--- src/rtl/rf_dbg_defs.sv ---
//==============================================================================
// Module      : rf_dbg_defs (package)
// Description : Shared command-op and FSM state encodings for the register-file
//               debug accessor and the debug transport bridge.
// Revision    : 1.0 - initial release
//==============================================================================
`default_nettype none

package rf_dbg_defs;

    // Command opcodes carried on cmd_op
    typedef enum logic [1:0] {
        OP_READ  = 2'b00,
        OP_WRITE = 2'b01,
        OP_DUMP  = 2'b10,
        OP_RSVD  = 2'b11
    } dbg_op_e;

    // Accessor FSM states
    typedef enum logic [1:0] {
        ST_IDLE   = 2'b00,
        ST_HALT   = 2'b01,
        ST_ACCESS = 2'b10,
        ST_RESP   = 2'b11
    } dbg_state_e;

    // Highest architectural register index; a dump stops here
    localparam logic [4:0] c_LAST_REG = 5'd31;

    // The reserved opcode behaves exactly like a read
    function automatic dbg_op_e norm_op(input logic [1:0] op);
        dbg_op_e w_op;
        w_op = dbg_op_e'(op);
        return (w_op == OP_RSVD) ? OP_READ : w_op;
    endfunction

endpackage

`default_nettype wire

--- src/rtl/rf_debug_access.sv ---
//==============================================================================
// Module      : rf_debug_access
// Description : Debug-side accessor of the integer register file. Accepts
//               READ / WRITE / DUMP commands, halts the core, drives the
//               register-file ports and streams back response beats.
// Revision    : 1.0 - initial release
//==============================================================================
`default_nettype none

module rf_debug_access
    import rf_dbg_defs::*;
#(
    parameter int XLEN = 32
) (
    input  logic            clk,
    input  logic            rst_n,
    // command channel
    input  logic            cmd_valid,
    output logic            cmd_ready,
    input  logic [1:0]      cmd_op,
    input  logic [4:0]      cmd_addr,
    input  logic [XLEN-1:0] cmd_wdata,
    // response stream
    output logic            rsp_valid,
    input  logic            rsp_ready,
    output logic [4:0]      rsp_addr,
    output logic [XLEN-1:0] rsp_data,
    output logic            rsp_last,
    // core halt handshake
    output logic            halt_req,
    input  logic            core_halted,
    // register-file ports
    output logic [4:0]      rf_raddr,
    input  logic [XLEN-1:0] rf_rdata,
    output logic            rf_we,
    output logic [4:0]      rf_waddr,
    output logic [XLEN-1:0] rf_wdata,
    // status
    output logic            busy
);

    dbg_state_e r_state;
    dbg_op_e    r_op;

    dbg_op_e    w_cmd_op;
    logic [4:0] w_cmd_addr;
    logic       w_dump_more;

    assign w_cmd_op    = norm_op(cmd_op);
    assign w_cmd_addr  = (w_cmd_op == OP_DUMP) ? 5'd0 : cmd_addr;
    assign w_dump_more = (r_op == OP_DUMP) && (rf_raddr != c_LAST_REG);

    // The write strobe is qualified by the live core_halted so a core that
    // resumes during ACCESS can never see a debug write; x0 is never written.
    assign rf_we = (r_state == ST_ACCESS) && core_halted &&
                   (r_op == OP_WRITE) && (rf_waddr != 5'd0);

    assign busy = (r_state != ST_IDLE);

    // Command FSM; rf_raddr doubles as the latched/dump-walking register index
    // and rf_wdata as the latched write data.
    always_ff @(posedge clk or negedge rst_n) begin
        if (!rst_n) begin
            r_state   <= ST_IDLE;
            r_op      <= OP_READ;
            cmd_ready <= 1'b1;
            rsp_valid <= 1'b0;
            rsp_addr  <= 5'd0;
            rsp_data  <= '0;
            rsp_last  <= 1'b0;
            halt_req  <= 1'b0;
            rf_raddr  <= 5'd0;
            rf_waddr  <= 5'd0;
            rf_wdata  <= '0;
        end else begin
            case (r_state)
                ST_IDLE: begin
                    if (cmd_valid && cmd_ready) begin
                        r_op      <= w_cmd_op;
                        rf_raddr  <= w_cmd_addr;
                        rf_waddr  <= w_cmd_addr;
                        rf_wdata  <= cmd_wdata;
                        cmd_ready <= 1'b0;
                        halt_req  <= 1'b1;
                        r_state   <= ST_HALT;
                    end
                end
                ST_HALT: begin
                    if (core_halted) begin
                        r_state <= ST_ACCESS;
                    end
                end
                ST_ACCESS: begin
                    if (!core_halted) begin
                        r_state <= ST_HALT;
                    end else begin
                        rsp_addr  <= rf_raddr;
                        if (r_op == OP_WRITE) begin
                            rsp_data <= (rf_raddr == 5'd0) ? '0 : rf_wdata;
                        end else begin
                            rsp_data <= rf_rdata;
                        end
                        rsp_last  <= (r_op != OP_DUMP) || (rf_raddr == c_LAST_REG);
                        rsp_valid <= 1'b1;
                        r_state   <= ST_RESP;
                    end
                end
                ST_RESP: begin
                    if (rsp_ready) begin
                        rsp_valid <= 1'b0;
                        if (w_dump_more) begin
                            rf_raddr <= rf_raddr + 5'd1;
                            r_state  <= ST_ACCESS;
                        end else begin
                            halt_req  <= 1'b0;
                            cmd_ready <= 1'b1;
                            r_state   <= ST_IDLE;
                        end
                    end
                end
                default: begin
                    r_state <= ST_IDLE;
                end
            endcase
        end
    end

endmodule

`default_nettype wire

--- config.mk ---
export PLATFORM = sky130hd
export DESIGN_NAME = rf_debug_access
export DESIGN_NICKNAME = d
export VERILOG_FILES = /design/src/rtl/rf_dbg_defs.sv /design/src/rtl/rf_debug_access.sv
export SDC_FILE = /design/constraint.sdc
export NUM_CORES = 1
export LEC_CHECK = 0
export ABC_AREA = 1
export BUFFER_PORTS_ARGS = -buffer_cell sky130_fd_sc_hd__buf_2
export CORE_MARGIN = 10
export CORE_UTILIZATION = 49
export CTS_CLUSTER_DIAMETER = 150
export CTS_CLUSTER_SIZE = 25
export DETAILED_ROUTE_END_ITERATION = 10
export PLACE_DENSITY = 0.88
export SETUP_SLACK_MARGIN = 0.15
export SLEW_MARGIN = 20
export SYNTH_ARGS = -nofsm -noshare
export SYNTH_HDL_FRONTEND = slang
export SYNTH_SLANG_ARGS = --single-unit
--- constraint.sdc ---
create_clock -name clk -period 2.1 [get_ports clk]
set_input_delay 0.42 -clock clk [delete_from_list [all_inputs] [get_ports clk]]
set_output_delay 0.42 -clock clk [all_outputs]
set_load 0.02 [all_outputs]
==> out/results.tsv <==
metric	value	unit
critPathLaunchType	flip-flop	
peakVddDrop	0.000897	V
cp_num_buf_inv	2	
dr_total_vias	4090	
ys_ff_latch	87	
synth_top_area_share	50.1	%
initial_core_util	49.8	%
numCtsBuffers	9	
overflow	0	
grt_first_pass_wirelength	20200	um
drive_above_1_share	31.1	%
synth_area	4300	um2
critPathKind	flip-flop to primary output	
final_nets	806	
worst_path_largest_cell_delay	0.45	ns
finClkSkew	0.0157	ns
synth_cell_type_count	28	
synthToLayoutAreaGrowth	26.2	%
synth_cells	568	
antenna_cells	0	
die_h	114	um
clockBufferDepth	2	
worstReg2RegStart	rf_raddr[0]	
ys_seq_area_share	50.7	%
ant_nets	0	
hold_violations	0	
cp-startpoint	r_state[0]	
synth_nets	647	
via_per_inst	4.87	
grtUsageTotal	18.8	%
row_count	34	
r2r_slack	0.37	ns
synthTopCellsByArea	dfrtp_1 (50%), nand2_1 (24%), inv_1 (4.4%)	
rr_endpoint	rf_raddr[1]	
slew_headroom	59.7	%
cp_data_required_time	1.68	ns
numPortBuffers	160	
drv_slew	0	
rr_worst_depth	11	
cts_root_buf	clkbuf_8	
crit_path_end	rf_we	
crit_family	flip-flops	
leakage	3.16	nW
core_region_area	8640	um2
post_drt_wl_per_cell	14.8	um
antenna_found_initial	0	
p_per_area	1570	nW/um2
worst_slew_pin_slew	0.603	ns
route.detailed.drc	0	
grt_max_degree	41	
grt_pass1_vias	4115	
clkTransAtPathRegs	0.08	ns
slowest_stage	dfrtp_2	
setup_ws	0.241	ns
globalplace.congestion	0.830	
first_pass_iters	5	
cp_max_fo	10	
fmax	538	MHz
worstPathArrival	1.44	ns
endpoint_kind	primary output	
fin_crit	1.86	ns
io_pins	161	
clk_latency	0.35	ns
holdWs	0.0348	ns
hp-class	primary input to asynchronous set/reset pin	
wirelength	12400	um
hpwl	9190	um
ctsHoldBuffers	0	
cts_num_sinks	87	
grt_setup_unrepaired	true	
drt_iter0_markers	260	
tns	0	ns
yosysTopAreaCell	dfrtp_1	
die_area	12900	um2
crit_chain	inv_2 > nand3_4 > a211oi_2 > buf_4	
yosys_warnings	0	
total_power	8.51	mW
htreeDepth	3	
cap_violations	0	
avgSynthCellArea	7.56	um2
pre_cts_ws	0.343	ns
cts_tree	built	
die_x	114	um
fin_crit_sh	88.5	%
cp.depth	4	
utilization	62.8	%
status	finished clean	
setup_viol	0	
worst min path at each step:
| stage | from | endpoint | cells after the start |
|---|---|---|---|
| final | rst_n | rf_waddr[3] | 1 |
| after CTS | rst_n | rsp_data[22] | 1 |
| after global routing | rst_n | rsp_data[22] | 1 |
| after detailed placement | rst_n | rf_waddr[4] | 1 |
| after floorplan | rst_n | halt_req | 0 |
| after global placement | rst_n | rf_waddr[3] | 1 |
stage by stage:
step / instance area [um2] / std cells
after floorplan: 4300 / 568
after global placement: 5180 / 822
after detailed placement: 5180 / 822
after CTS: 5410 / 839
after global routing: 5420 / 839
final: 5420 / 839
registers in the layout, indices dropped and copies added, names as in the netlist:
register and count:
rsp_last 1, r_op 2, rf_raddr 5, rf_waddr 5, cmd_ready 1, rsp_addr 5
halt_req 1, rsp_data 32, rsp_valid 1, r_state 2, rf_wdata 32
cell families after synthesis:
| logic type | count (synthesis) | share of synthesized area (%) |
|---|---|---|
| AO/OA/AOI/OAI | 47 | 6.46 |
| adder cells (fa/ha/maj) | 3 | 0.874 |
| buffers and inverters | 81 | 8.82 |
| flip-flops | 87 | 50.7 |
| AND/OR/NAND/NOR | 350 | 33.1 |
synth_stat cells, drive strengths merged:
cell type,count
dfstp,1
a211oi,1
nor2,49
nor3,1
nand2,291
nand3,7
nand4,2
dfrtp,86
ha,3
a31oi,2
clkinv,1
o21ai,43
clkbuf,3
inv,55
a21oi,1
buf,22
power breakdown:
group / switching (mW) / leakage [nW] / internal (mW) / total [mW]
logic: 2.93 / 1.97 / 1.38 / 4.31
registers: 0.495 / 1.08 / 2.45 / 2.94
clock network: 0.572 / 0.109 / 0.694 / 1.27
total: 3.99 / 3.16 / 4.52 / 8.51
layer usage:
metal	up-vias	global-route usage [%]	routed length (um)
met5	-	0	0
met4	0	5.33	99
met3	8	7.03	1270
met2	171	31.9	6210
met1	1887	21.8	4850
li1	2024	-	-
cell usage in the layout (no fill, tap or decap), drive strengths merged, types with 3 or more instances in the layout:
| master | instances |
|---|---|
| o21ai | 43 |
| clkbuf | 11 |
| buf | 172 |
| inv | 55 |
| ha | 3 |
| nand2 | 291 |
| clkinv | 3 |
| nor2 | 49 |
| dfrtp | 86 |
| nand3 | 8 |
timing repair:
item                       CTS  global route
resized for setup            2             3
cloned                       1             0
buffers inserted             1             0
setup endpoints to repair    1             2
area by class of cell:
class / count / area, um2
fillers: 777 / 3210
flip-flops and latches: 87 / 2180
multi-input cells: 401 / 1760
repair buffers: 172 / 921
inverters: 56 / 215
clock buffers: 11 / 141
well taps: 108 / 135
clock inverters: 4 / 70.1
Note: power is estimated with default switching activity, not from simulation.
